$ cat config.mk
export PLATFORM = sky130hd
export DESIGN_NAME = ocram_bist_master
export DESIGN_NICKNAME = d
export VERILOG_FILES = /design/src/rtl/ocram_bist_master.sv
export SDC_FILE = /design/constraint.sdc
export NUM_CORES = 1
export LEC_CHECK = 0
export ABC_AREA = 1
export CELL_PAD_IN_SITES_DETAIL_PLACEMENT = 1
export CELL_PAD_IN_SITES_GLOBAL_PLACEMENT = 1
export CORE_ASPECT_RATIO = 1.1
export CORE_MARGIN = 1.5
export CORE_UTILIZATION = 43
export CTS_BUF_LIST = sky130_fd_sc_hd__clkbuf_8
export DETAILED_ROUTE_END_ITERATION = 12
export PLACE_DENSITY_LB_ADDON = 0.12
export SLEW_MARGIN = 40
export SYNTH_ARGS = -nofsm -noshare
export SYNTH_HDL_FRONTEND = slang
export SYNTH_SLANG_ARGS = --single-unit
export TNS_END_PERCENT = 5
$ cat constraint.sdc
create_clock -name clk -period 4.05 [get_ports clk]
set_input_delay 1.215 -clock clk [delete_from_list [all_inputs] [get_ports clk]]
set_output_delay 1.215 -clock clk [all_outputs]
set_load 0.02 [all_outputs]
$ cat src/rtl/ocram_bist_master.sv
// Avalon-MM BIST master for a point-to-point 256x32 on-chip RAM: fills every word
// with a selected pattern, reads it back and records mismatch count and first failure.
module ocram_bist_master #(
    parameter int unsigned       ADDR_W       = 8,
    parameter int unsigned       DATA_W       = 32,
    parameter int unsigned       READ_LATENCY = 1,
    parameter logic [DATA_W-1:0] SEED         = 32'h0000_0001
) (
    input  logic              clk,
    input  logic              reset_n,
    input  logic              start,
    input  logic              abort,
    input  logic [1:0]        mode,
    input  logic [DATA_W-1:0] pattern_in,
    input  logic [DATA_W-1:0] seed_in,
    output logic              busy,
    output logic              done,
    output logic              error,
    output logic [ADDR_W:0]   err_count,
    output logic [ADDR_W-1:0] first_err_addr,
    output logic [DATA_W-1:0] first_err_rdata,
    output logic [ADDR_W-1:0] m_address,
    output logic [3:0]        m_byteenable,
    output logic              m_chipselect,
    output logic              m_write,
    output logic [DATA_W-1:0] m_writedata,
    output logic              m_clken,
    input  logic [DATA_W-1:0] m_readdata
);
    // Right-shift Galois form of polynomial 0x80200003; the x^0 term is the shifted-out bit.
    localparam logic [DATA_W-1:0] LFSR_TAPS = 32'h8020_0002;

    typedef enum logic [2:0] {
        S_IDLE,
        S_WRITE,
        S_READ,
        S_DRAIN,
        S_DONE
    } state_t;

    state_t            state_q;
    logic [1:0]        mode_q;
    logic [DATA_W-1:0] const_q;
    logic [DATA_W-1:0] seed_q;
    logic [DATA_W-1:0] lfsr_q;
    logic [DATA_W-1:0] pat_q;
    logic [ADDR_W-1:0] addr_q;
    logic [1:0]        drain_q;
    logic              busy_q;
    logic              done_q;
    logic              cs_q;
    logic              wr_q;
    logic              error_q;
    logic [ADDR_W:0]   err_cnt_q;
    logic [ADDR_W-1:0] faddr_q;
    logic [DATA_W-1:0] frdata_q;

    logic              pipe_vld_q  [READ_LATENCY];
    logic [ADDR_W-1:0] pipe_addr_q [READ_LATENCY];
    logic [DATA_W-1:0] pipe_exp_q  [READ_LATENCY];

    logic [ADDR_W-1:0] addr_d;
    logic [DATA_W-1:0] lfsr_d;
    logic [DATA_W-1:0] pat_d;
    logic [DATA_W-1:0] seed_sel;
    logic              cmp_bad;

    function automatic logic [DATA_W-1:0] pattern_of(
        input logic [1:0]        m,
        input logic [ADDR_W-1:0] a,
        input logic [DATA_W-1:0] lfsr,
        input logic [DATA_W-1:0] k
    );
        logic [DATA_W-1:0] w;
        case (m)
            2'd0:    w = DATA_W'(a);
            2'd1:    w = ~DATA_W'(a);
            2'd2:    w = lfsr;
            default: w = k;
        endcase
        return w;
    endfunction

    always_comb begin
        addr_d   = addr_q + ADDR_W'(1);
        lfsr_d   = (lfsr_q >> 1) ^ (lfsr_q[0] ? LFSR_TAPS : '0);
        pat_d    = pattern_of(mode_q, addr_d, lfsr_d, const_q);
        seed_sel = (seed_in == '0) ? SEED : seed_in;
        cmp_bad  = pipe_vld_q[READ_LATENCY-1] &&
                   (m_readdata != pipe_exp_q[READ_LATENCY-1]);
    end

    always_ff @(posedge clk) begin
        if (!reset_n) begin
            state_q   <= S_IDLE;
            mode_q    <= '0;
            const_q   <= '0;
            seed_q    <= '0;
            lfsr_q    <= '0;
            pat_q     <= '0;
            addr_q    <= '0;
            drain_q   <= '0;
            busy_q    <= 1'b0;
            done_q    <= 1'b0;
            cs_q      <= 1'b0;
            wr_q      <= 1'b0;
            error_q   <= 1'b0;
            err_cnt_q <= '0;
            faddr_q   <= '0;
            frdata_q  <= '0;
            for (int unsigned i = 0; i < READ_LATENCY; i++) begin
                pipe_vld_q[i] <= 1'b0;
            end
        end else if (abort) begin
            // Abort drops in-flight compares; results keep their partial values.
            state_q <= S_IDLE;
            busy_q  <= 1'b0;
            done_q  <= 1'b0;
            cs_q    <= 1'b0;
            wr_q    <= 1'b0;
            for (int unsigned i = 0; i < READ_LATENCY; i++) begin
                pipe_vld_q[i] <= 1'b0;
            end
        end else begin
            done_q <= 1'b0;

            pipe_vld_q[0]  <= (state_q == S_READ);
            pipe_addr_q[0] <= addr_q;
            pipe_exp_q[0]  <= pat_q;
            for (int unsigned i = 1; i < READ_LATENCY; i++) begin
                pipe_vld_q[i]  <= pipe_vld_q[i-1];
                pipe_addr_q[i] <= pipe_addr_q[i-1];
                pipe_exp_q[i]  <= pipe_exp_q[i-1];
            end

            if (cmp_bad) begin
                err_cnt_q <= err_cnt_q + (ADDR_W+1)'(1);
                error_q   <= 1'b1;
                if (err_cnt_q == '0) begin
                    faddr_q  <= pipe_addr_q[READ_LATENCY-1];
                    frdata_q <= m_readdata;
                end
            end

            case (state_q)
                S_IDLE: begin
                    if (start) begin
                        mode_q    <= mode;
                        const_q   <= pattern_in;
                        seed_q    <= seed_sel;
                        lfsr_q    <= seed_sel;
                        pat_q     <= pattern_of(mode, '0, seed_sel, pattern_in);
                        addr_q    <= '0;
                        err_cnt_q <= '0;
                        error_q   <= 1'b0;
                        faddr_q   <= '0;
                        frdata_q  <= '0;
                        busy_q    <= 1'b1;
                        cs_q      <= 1'b1;
                        wr_q      <= 1'b1;
                        state_q   <= S_WRITE;
                    end
                end
                S_WRITE: begin
                    if (addr_q == '1) begin
                        addr_q  <= '0;
                        lfsr_q  <= seed_q;
                        pat_q   <= pattern_of(mode_q, '0, seed_q, const_q);
                        wr_q    <= 1'b0;
                        state_q <= S_READ;
                    end else begin
                        addr_q <= addr_d;
                        lfsr_q <= lfsr_d;
                        pat_q  <= pat_d;
                    end
                end
                S_READ: begin
                    if (addr_q == '1) begin
                        cs_q    <= 1'b0;
                        drain_q <= '0;
                        state_q <= S_DRAIN;
                    end else begin
                        addr_q <= addr_d;
                        lfsr_q <= lfsr_d;
                        pat_q  <= pat_d;
                    end
                end
                S_DRAIN: begin
                    if (drain_q == 2'(READ_LATENCY - 1)) begin
                        busy_q  <= 1'b0;
                        done_q  <= 1'b1;
                        state_q <= S_DONE;
                    end else begin
                        drain_q <= drain_q + 2'd1;
                    end
                end
                S_DONE: begin
                    state_q <= S_IDLE;
                end
                default: begin
                    state_q <= S_IDLE;
                end
            endcase
        end
    end

    assign busy            = busy_q;
    assign done            = done_q;
    assign error           = error_q;
    assign err_count       = err_cnt_q;
    assign first_err_addr  = faddr_q;
    assign first_err_rdata = frdata_q;
    assign m_address       = addr_q;
    assign m_byteenable    = 4'hF;
    assign m_chipselect    = cs_q;
    assign m_write         = wr_q;
    assign m_writedata     = pat_q;
    assign m_clken         = 1'b1;

endmodule

==> results of run 1 <==
[layer usage]
layer	vias up	GRT usage
met4	0	0.105
met3	103	0.0460
met2	414	0.510
met5	-	0
met1	5912	0.381
li1	5754	-
[flip-flops by register name (all words and copies together), names as in the netlist]
| name | count |
|---|---|
| busy | 1 |
| const_q | 32 |
| done | 1 |
| drain_q | 2 |
| err_count | 9 |
| error | 1 |
| first_err_addr | 8 |
| first_err_rdata | 32 |
| lfsr_q | 32 |
| m_address | 8 |
| m_chipselect | 1 |
| m_write | 1 |
| m_writedata | 32 |
| mode_q | 2 |
| pipe_addr_q | 8 |
| pipe_exp_q | 32 |
| pipe_vld_q | 1 |
| seed_q | 32 |
| state_q | 3 |
[worst max-delay path, delay by kind of cell]
family                 cells  cell delay [ns]
AO/OA/AOI/OAI              1             0.06
XOR/XNOR                   1             0.14
AND/OR/NAND/NOR            8             0.99
buffers and inverters      2             0.93
[through the flow]
stage | power, W | area, µm² | utilization
finish | 0.00592 | 15000 | 0.552
global route | 0.00615 | 15000 | 0.552
CTS | 0.00595 | 15000 | 0.552
detailed placement | 0.00359 | 14100 | 0.520
global placement | 0.00356 | 14100 | 0.520
floorplan | 0.00317 | 12000 | -
[synthesized netlist by cell type (all sizes together), types with 9 or more instances]
master / instances / area (µm²)
dfxtp: 197 / 3940
nor4: 9 / 56.3
nand3: 78 / 408
clkbuf: 36 / 135
nor2: 82 / 348
xnor2: 29 / 254
inv: 228 / 856
edfxtp: 41 / 1230
nand2: 333 / 1260
o21ai: 167 / 836
o221ai: 20 / 175
or2: 24 / 150
a21oi: 194 / 971
o211ai: 28 / 210
buf: 71 / 402
a22oi: 31 / 233
o2111ai: 24 / 210
[cell families (layout without fill, tap and decap cells)]
| kind of cell | count (synthesis) | after routing | share of synthesized area |
|---|---|---|---|
| AO/OA/AOI/OAI | 483 | 483 | 0.232 |
| XOR/XNOR | 32 | 32 | 0.0234 |
| adder cells (fa/ha/maj) | 4 | 4 | 0.00418 |
| buffers and inverters | 335 | 529 | 0.116 |
| flip-flops | 238 | 238 | 0.432 |
| other | 1 | 6 | 0.000313 |
| AND/OR/NAND/NOR | 537 | 537 | 0.192 |
[worst paths after layout]
kind | slack, ns | to | cells past startpoint
hold reg to reg | 0.46 | const_q[20] | 2
hold / removal | 0.46 | const_q[20] | 2
setup reg to reg | 1.09 | m_address[5] | 10
setup / recovery | 1.09 | first_err_rdata[12] | 12
[layout make-up]
class,instances,area share
multi-input cells,1062,0.363
flip-flops and latches,238,0.345
inverters,228,0.0570
well taps,357,0.0297
clock buffers,51,0.0467
repair buffers,223,0.147
clock inverters,27,0.0123
[power groups by stage]
stage	registers, W	logic, W	clock network [W]
after CTS	0.00265	0.000898	0.00240
after global routing	0.00266	0.000980	0.00250
final	0.00265	0.000903	0.00237
after global placement	0.00269	0.000865	0
after detailed placement	0.00270	0.000889	0
after floorplan	0.00271	0.000460	0
==> insert_results.sql, run 1 <==
INSERT INTO impl_metrics (metric_group, metric, value, unit) VALUES
('outcome', 'run_status', 'finished, final reports clean', ''),
('routing', 'dr.pass1.iters', '5', ''),
('synthesis', 'syn-cell-area', '12000', 'µm²'),
('worst_hold_path', 'hold_path.class', 'reg2reg', ''),
('pwr', 'power_frac_comb', '0.153', ''),
('clock_tree', 'cts-resized-gates', '0', ''),
('synthesis', 'synth_cell_types', '44', ''),
('floorplanning', 'placement_rows', '63', ''),
('pwr', 'switching_share', '0.286', ''),
('pwr', 'p_per_area', '394', 'nW/µm²'),
('global_routing', 'first_global_vias', '12500', ''),
('routing', 'detail_route.wl_per_cell', '19.7', 'µm'),
('final_layout', 'final_cell_mix', '329 x sky130_fd_sc_hd__nand2_1, 230 x sky130_fd_sc_hd__inv_1, 196 x sky130_fd_sc_hd__dfxtp_1, 194 x sky130_fd_sc_hd__clkdlybuf4s50_1, 193 x sky130_fd_sc_hd__a21oi_1', ''),
('clock_tree', 'htree_levels', '2', ''),
('synthesis', 'synth_edf_count', '41', ''),
('routing', 'wl_met2', '20400', 'µm'),
('worst_setup_path', 'critical_path.startpoint_type', 'primary input', ''),
('synthesis', 'synthFlopType', 'sky130_fd_sc_hd__dfxtp_1', ''),
('worst_hold_path', 'holdCritStartpoint', 'const_q[20]', ''),
('routing', 'detail_route.wirelength.met1', '18500', 'µm'),
('final_layout', 'final_cells', '2186', ''),
('clock_tree', 'numCtsBuffers', '42', ''),
('clock_tree', 'post-cts-setup-buffer-count', '0', ''),
('sta', 'worst_hold_slack', '0.459', 'ns'),
('synthesis', 'yosys_register_bits', '238', ''),
('placed_design', 'hpwl', '28900', 'µm'),
('floorplanning', 'floorplan.die_area', '28900', 'µm²'),
('routing', 'detailedRoute.firstIterationViolations', '775', ''),
('synthesis', 'ys_warn_count', '0', ''),
('floorplanning', 'core_region_area', '27200', 'µm²'),
('floorplanning', 'chipHeight', '178', 'µm'),
('routing', 'drc_errors', '0', ''),
('sta', 'slew_violations', '0', ''),
('pwr', 'pwr-share-clk', '0.400', ''),
('global_routing', 'grt_pass1_wl', '67800', 'µm'),
('synthesis', 'mean_post_synth_cell_area', '7.35', 'µm²'),
('synthesis', 'yosysSeqAreaShare', '0.432', ''),
('pwr', 'static-leakage-power', '6.25', 'nW'),
('routing', 'via_per_inst', '5.57', ''),
('sta', 'skew', '0.0259', 'ns'),
('worst_setup_path', 'path_class', 'in2reg', ''),
('clock_tree', 'clock-root-buffer', 'sky130_fd_sc_hd__clkbuf_8', ''),
('final_layout', 'areaGrowthSynthToFinish', '25.4', '%'),
('worst_setup_path', 'worst-endpoint-arrival', '3.36', 'ns'),
('pwr', 'worst_ir_drop_vdd', '0.188', 'mV'),
('worst_setup_path', 'critPathRequiredTime', '4.45', 'ns'),
('final_layout', 'mostFrequentLayoutCell', 'sky130_fd_sc_hd__nand2_1', ''),
('clock_tree', 'cts_sinks', '238', ''),
('pwr', 'power.net_switching', '0.00169', 'W'),
('synthesis', 'netlist_instances', '1630', ''),
('sta', 'slew-limit-headroom', '0.544', ''),
('placed_design', 'dp_worst_setup_slack', '0.517', 'ns'),
('routing', 'postRouteWirelength', '43000', 'µm'),
('clock_tree', 'cts_tree', 'done', ''),
('sta', 'rsz0062_at_grt', 'no', ''),
('worst_setup_path', 'critical_path_peak_fanout', '40', ''),
('sta', 'portion_of_the_clock_cycle_consumed_by_the_worst_path_in_the_final_layout', '0.732', ''),
('placed_design', 'post-place-cells', '2108', ''),
('clock_tree', 'holdBufCountCts', '0', ''),
('final_layout', 'drive_above_1_share', '0.0776', ''),
('worst_setup_path', 'worst_path_largest_cell_delay', '0.52', 'ns'),
('worst_setup_path', 'critical_path.slowest_cell', 'sky130_fd_sc_hd__clkdlybuf4s50_1', ''),
('clock_tree', 'cts.clk_slew.worst_paths', '0.06', 'ns'),
('pwr', 'internal_power', '0.00423', 'W'),
('final_layout', 'multiInputGateArea', '5450', 'µm²'),
('global_routing', 'grt_use_total', '0.298', ''),
('sta', 'finalHoldViolations', '0', ''),
('sta', 'worst_slack', '1.09', 'ns'),
('worst_setup_path', 'timing_startpoint_of_the_critical_path', 'm_readdata[10]', ''),
('routing', 'antenna_violating_nets_post_route', '0', ''),
('synthesis', 'async_flop_share', '0', '');
Power figures use the tool's default switching activity.
==> run 2, diff against run 1 <==
CORE_UTILIZATION = 36   (was 43)
clock period = 2.53 ns   (was 4.05 ns; I/O delays follow)
==> run 2 against run 1 <==
Compared with the run above:
- critical endpoint is now m_writedata[0]
- flip-flop and latch count did not move
- first-iteration DRC count fell by 2.6%
- largest cell class unchanged
- global-route usage fell by 4.2 points
- setup slack got worse by 1.0 ns
==> insert_results.sql, run 2 (same netlist as run 1, synthesis figures left out) <==
INSERT INTO impl_metrics (metric_group, metric, value, unit) VALUES
('outcome', 'run_status', 'finished, final reports clean', ''),
('sta', 'rsz0062_at_grt', 'no', ''),
('pwr', 'p_per_area', '602', 'nW/µm²'),
('placed_design', 'gp_routability_congestion', '0.854', ''),
('worst_setup_path', 'critical_path.startpoint_type', 'register', ''),
('sta', 'finalHoldViolations', '0', ''),
('worst_setup_path', 'critical_path_peak_fanout', '3', ''),
('floorplanning', 'io_pins', '201', ''),
('floorplanning', 'core_region_area', '32500', 'µm²'),
('worst_setup_path', 'worstPathBufferInverterCount', '1', ''),
('routing', 'detail_route.wl_per_cell', '18.9', 'µm'),
('worst_setup_path', 'top_family_by_delay_on_critical_path', 'buffers and inverters', ''),
('placed_design', 'port-buffer-count', '195', ''),
('sta', 'worstMarginPinSlew', '0.677', 'ns'),
('routing', 'antenna_violating_nets_post_route', '0', ''),
('worst_setup_path', 'critical_path.slowest_cell', 'sky130_fd_sc_hd__clkdlybuf4s50_1', ''),
('floorplanning', 'chipHeight', '194', 'µm'),
('final_layout', 'nNetsFinal', '1983', ''),
('global_routing', 'initial_antenna_violation_count', '0', ''),
('final_layout', 'insertedDiodeCount', '0', ''),
('routing', 'dr.pass1.iters', '5', ''),
('placed_design', 'hpwl', '30500', 'µm'),
('worst_setup_path', 'critPathRequiredTime', '1.77', 'ns'),
('clock_tree', 'cts.clk_slew.worst_paths', '0.06', 'ns'),
('placed_design', 'post-place-cells', '2258', ''),
('flow_run', 'max_cap_viol_count', '0', ''),
('worst_setup_path', 'worst-endpoint-arrival', '1.69', 'ns'),
('final_layout', 'final_cell_mix', '329 x sky130_fd_sc_hd__nand2_1, 223 x sky130_fd_sc_hd__inv_1, 196 x sky130_fd_sc_hd__dfxtp_1, 193 x sky130_fd_sc_hd__a21oi_1, 190 x sky130_fd_sc_hd__clkdlybuf4s50_1', ''),
('floorplanning', 'floorplan.initialDensity', '0.368', ''),
('worst_setup_path', 'setup_slack_reg_to_reg', '0.41', 'ns'),
('worst_setup_path', 'worst_path_largest_cell_delay', '0.66', 'ns'),
('routing', 'via_per_inst', '5.30', ''),
('routing', 'drc_errors', '0', ''),
('clock_tree', 'cts.path.max_buffers', '3', ''),
('worst_setup_path', 'path_class', 'reg2out', ''),
('pwr', 'finalPower', '0.00950', 'W'),
('floorplanning', 'dieWidth', '177', 'µm'),
('sta', 'skew', '0.0221', 'ns'),
('floorplanning', 'floorplan.die_area', '34400', 'µm²'),
('worst_hold_path', 'hold_path.class', 'reg2reg', ''),
('floorplanning', 'placement_rows', '69', ''),
('global_routing', 'grt_use_total', '0.256', ''),
('clock_tree', 'cts_tree', 'done', ''),
('pwr', 'worst_ir_drop_vdd', '0.321', 'mV'),
('routing', 'vias', '12400', ''),
('final_layout', 'final_cells', '2336', ''),
('sta', 'setup-tns-final', '0', 'ns'),
('final_layout', 'areaGrowthSynthToFinish', '31.8', '%'),
('clock_tree', 'clock_insertion_delay_worst_skew', '0.58', 'ns'),
('sta', 'worst_hold_slack', '0.461', 'ns'),
('sta', 'fin_crit', '2.45', 'ns'),
('sta', 'timing.final.setup_violations', '0', ''),
('clock_tree', 'clock-root-buffer', 'sky130_fd_sc_hd__clkbuf_8', ''),
('sta', 'slew_violations', '0', ''),
('clock_tree', 'htree_levels', '2', ''),
('pwr', 'static-leakage-power', '6.68', 'nW'),
('final_layout', 'drive_above_1_share', '0.120', ''),
('clock_tree', 'post-cts-setup-buffer-count', '0', ''),
('global_routing', 'first_global_vias', '12400', ''),
('sta', 'max_clock_freq', '409', 'MHz'),
('sta', 'slew-limit-headroom', '0.549', ''),
('global_routing', 'grt_start_max_net_pins', '61', ''),
('worst_setup_path', 'critical_path.endpoint_type', 'output port', ''),
('worst_setup_path', 'list_of_cells_traversed_by_the_critical_path', 'clkdlybuf4s50_1', ''),
('clock_tree', 'numCtsBuffers', '43', ''),
('clock_tree', 'cts_sinks', '238', ''),
('final_layout', 'mostFrequentLayoutCell', 'sky130_fd_sc_hd__nand2_1', ''),
('global_routing', 'global_route.overflow_total', '0', ''),
('routing', 'postRouteWirelength', '44300', 'µm'),
('final_layout', 'layout.core_utilization', '0.485', ''),
('routing', 'detailedRoute.firstIterationViolations', '755', ''),
('sta', 'portion_of_the_clock_cycle_consumed_by_the_worst_path_in_the_final_layout', '0.967', ''),
('global_routing', 'grt_pass1_wl', '69800', 'µm');
[run 2: changes by cell type in the layout (fill, tap and decap cells not counted), sizes merged]
cell / previous run / this run
clkinv: 7 / 10
clkbuf: 51 / 53
clkinvlp: 0 / 1
buf: 29 / 111
dlymetal6s2s: 0 / 1
bufinv: 3 / 1
dlygate4sd2: 0 / 2
clkdlybuf4s50: 194 / 190
inv: 245 / 241
[run 2: cell type report]
class                           count  area, µm²
Clock buffer                       53        729
Clock inverter                     25        135
Sequential cell                   238       5180
Timing Repair Buffer              304       2910
Fill cell                        4063      16800
Tap cell                          426        533
Multi-Input combinational cell   1062       5450
Inverter                          228        856
[run 2: report_power, final]
part | total, W | switching [W] | internal, W
logic | 0.00156 | 0.000900 | 0.000659
registers | 0.00423 | 0.000162 | 0.00407
clock network | 0.00371 | 0.00171 | 0.00200
total | 0.00950 | 0.00278 | 0.00672
[run 2: path summary, 6_finish.rpt]
kind | from | endpoint | depth (start not counted)
worst max register to register | m_address[0] | m_writedata[1] | 10
worst min register to register | const_q[7] | const_q[7] | 2
worst min-delay path | const_q[7] | const_q[7] | 2
worst max-delay path | m_writedata[0] | m_writedata[0] | 1
[run 2: metrics by stage]
step / setup WS, ns / area (µm²)
2_1_floorplan: 0.0241 / 12000
3_3_place_gp: -0.229 / 14900
3_5_place_dp: -0.286 / 14900
4_1_cts: 0.00619 / 15800
5_1_grt: 0.0308 / 15800
6_report: 0.0835 / 15800
[run 2: worst min-delay path, stage by stage, from the launching register on]
cell                      delay, ns
sky130_fd_sc_hd__dfxtp_1       0.32
sky130_fd_sc_hd__nand2_1       0.05
sky130_fd_sc_hd__o21ai_0       0.05
[run 2: repair_timing]
action | in CTS | in global routing
setup endpoints to repair | 2 | 1
hold buffers | 0 | 0
hold endpoints to repair | 0 | 0
resized for setup | 2 | 1
[run 2: routing by layer]
metal	part of all wire	track usage
met5	0	0
met3	0.053	0.0378
met4	0.023	0.0753
met1	0.45	0.342
met2	0.48	0.425
==> run 3, diff against run 2 <==
SKIP_LAST_GASP = 1   (was unset)
==> run 3 against run 2 <==
Compared with the run above:
- non-clock buffer count unchanged
- sequential share of layout area about the same
- combinational power about the same
- critical endpoint is now m_address[4]
- hold slack about the same
- setup slack worse by 0.057 ns
- power about the same
- final area about the same
- sequential power about the same
==> insert_results.sql, run 3 (same netlist as run 1, synthesis figures left out) <==
INSERT INTO impl_metrics (metric_group, metric, value, unit) VALUES
('sta', 'worst_hold_slack', '0.462', 'ns'),
('sta', 'worstMarginPinSlew', '0.685', 'ns'),
('worst_setup_path', 'critical_path.slowest_cell', 'sky130_fd_sc_hd__clkdlybuf4s50_1', ''),
('final_layout', 'layout.filler_cells', '4062', ''),
('routing', 'drc_errors', '0', ''),
('global_routing', 'first_global_vias', '12400', ''),
('placed_design', 'hpwl', '30500', 'µm'),
('floorplanning', 'chipHeight', '194', 'µm'),
('final_layout', 'multiInputGateArea', '5450', 'µm²'),
('worst_setup_path', 'critical_path_peak_fanout', '6', ''),
('placed_design', 'port-buffer-count', '195', ''),
('global_routing', 'grt_start_max_net_pins', '61', ''),
('worst_setup_path', 'top_family_by_delay_on_critical_path', 'buffers and inverters', ''),
('clock_tree', 'htree_levels', '2', ''),
('worst_hold_path', 'hold_path.class', 'reg2reg', ''),
('clock_tree', 'clock_insertion_delay_worst_skew', '0.58', 'ns'),
('sta', 'slew_violations', '0', ''),
('worst_setup_path', 'path_class', 'reg2out', ''),
('pwr', 'worst_ir_drop_vdd', '0.322', 'mV'),
('pwr', 'p_per_area', '601', 'nW/µm²'),
('final_layout', 'mostFrequentLayoutCell', 'sky130_fd_sc_hd__nand2_1', ''),
('final_layout', 'layout.core_utilization', '0.485', ''),
('final_layout', 'drive_above_1_share', '0.120', ''),
('clock_tree', 'cts.clk_slew.worst_paths', '0.06', 'ns'),
('clock_tree', 'cts_tree', 'done', ''),
('sta', 'finalHoldViolations', '0', ''),
('routing', 'postRouteWirelength', '44300', 'µm'),
('clock_tree', 'clock-root-buffer', 'sky130_fd_sc_hd__clkbuf_8', ''),
('sta', 'portion_of_the_clock_cycle_consumed_by_the_worst_path_in_the_final_layout', '0.990', ''),
('sta', 'fin_crit', '2.50', 'ns'),
('global_routing', 'global_route.overflow_total', '0', ''),
('routing', 'detailedRoute.firstIterationViolations', '753', ''),
('worst_setup_path', 'critical_path.startpoint_type', 'register', ''),
('global_routing', 'grt_pass1_wl', '69800', 'µm'),
('sta', 'rsz0062_at_grt', 'yes', ''),
('sta', 'max_clock_freq', '399', 'MHz'),
('final_layout', 'sequential_cell_area', '5180', 'µm²'),
('floorplanning', 'placement_rows', '69', ''),
('routing', 'vias', '12400', ''),
('floorplanning', 'core_region_area', '32500', 'µm²'),
('routing', 'via_per_inst', '5.29', ''),
('final_layout', 'insertedDiodeCount', '0', ''),
('flow_run', 'max_cap_viol_count', '0', ''),
('routing', 'detail_route.wl_per_cell', '19.0', 'µm'),
('sta', 'setup-tns-final', '0', 'ns'),
('worst_setup_path', 'worst-endpoint-arrival', '1.74', 'ns'),
('floorplanning', 'floorplan.initialDensity', '0.368', ''),
('clock_tree', 'holdBufCountCts', '0', ''),
('global_routing', 'initial_antenna_violation_count', '0', ''),
('routing', 'antenna_violating_nets_post_route', '0', ''),
('worst_setup_path', 'critical_path.endpoint_type', 'output port', ''),
('worst_setup_path', 'list_of_cells_traversed_by_the_critical_path', 'clkdlybuf4s50_1', ''),
('outcome', 'run_status', 'finished, final reports clean', ''),
('sta', 'timing.final.setup_violations', '0', ''),
('clock_tree', 'numCtsBuffers', '43', ''),
('clock_tree', 'cts_sinks', '238', ''),
('worst_setup_path', 'worstPathBufferInverterCount', '1', ''),
('clock_tree', 'cts.path.max_buffers', '3', ''),
('floorplanning', 'dieWidth', '177', 'µm'),
('floorplanning', 'io_pins', '201', ''),
('final_layout', 'areaGrowthSynthToFinish', '31.8', '%'),
('placed_design', 'gp_routability_congestion', '0.854', ''),
('final_layout', 'nNetsFinal', '1983', ''),
('routing', 'dr.pass1.iters', '5', ''),
('final_layout', 'final_cell_mix', '329 x sky130_fd_sc_hd__nand2_1, 223 x sky130_fd_sc_hd__inv_1, 196 x sky130_fd_sc_hd__dfxtp_1, 193 x sky130_fd_sc_hd__a21oi_1, 191 x sky130_fd_sc_hd__clkdlybuf4s50_1', ''),
('floorplanning', 'floorplan.die_area', '34400', 'µm²'),
('worst_setup_path', 'critPathRequiredTime', '1.77', 'ns'),
('sta', 'slew-limit-headroom', '0.543', ''),
('worst_setup_path', 'worst_path_largest_cell_delay', '0.71', 'ns'),
('pwr', 'static-leakage-power', '6.68', 'nW'),
('global_routing', 'grt_use_total', '0.256', ''),
('sta', 'skew', '0.0199', 'ns');
## run 3: worst min-delay path, delay by kind of cell, from the launching register on
family	cells	cell delay, ns
AO/OA/AOI/OAI	1	0.05
flip-flops	1	0.32
AND/OR/NAND/NOR	1	0.05
## run 3: final timing paths
check,start,end,slack (ns),depth (start not counted)
setup / recovery,m_address[4],m_address[4],0.03,1
hold / removal,const_q[7],const_q[7],0.46,2
setup reg to reg,m_address[3],m_writedata[13],0.40,10
hold reg to reg,const_q[7],const_q[7],0.46,2
## run 3: timing repair
action,CTS,global route
resized for setup,1,1
setup endpoints to repair,2,2
setup buffers,0,0
## run 3: area by class of cell
class                           instances  share of cell area
Multi-Input combinational cell       1062               0.345
Inverter                              228              0.0542
Tap cell                              426              0.0338
Clock inverter                         25             0.00856
Clock buffer                           53              0.0462
Sequential cell                       238               0.328
Timing Repair Buffer                  304               0.184
## run 3: where the power goes
group / switching, W / internal, W / leakage [nW]
clock: 0.00170 / 0.00200 / 0.491
combinational: 0.000901 / 0.000659 / 4.17
sequential: 0.000162 / 0.00407 / 2.01
total: 0.00277 / 0.00672 / 6.68
## run 3: layer usage
layer / global-route usage / share of wire / routed length [µm]
met4: 0.0753 / 0.023 / 1000
met2: 0.425 / 0.48 / 21100
met1: 0.342 / 0.45 / 20000
met3: 0.0379 / 0.050 / 2190
met5: 0 / 0 / 0
## run 3: per-stage QoR
step	instances	instance area (µm²)	worst slack (ns)	total power (W)
2_1_floorplan	1635	12000	0.0241	0.00508
3_3_place_gp	2258	14900	-0.229	0.00583
3_5_place_dp	2258	14900	-0.286	0.00586
4_1_cts	2336	15800	-0.0258	0.00958
5_1_grt	2336	15800	-0.0348	0.00991
6_report	2336	15800	0.0266	0.00949
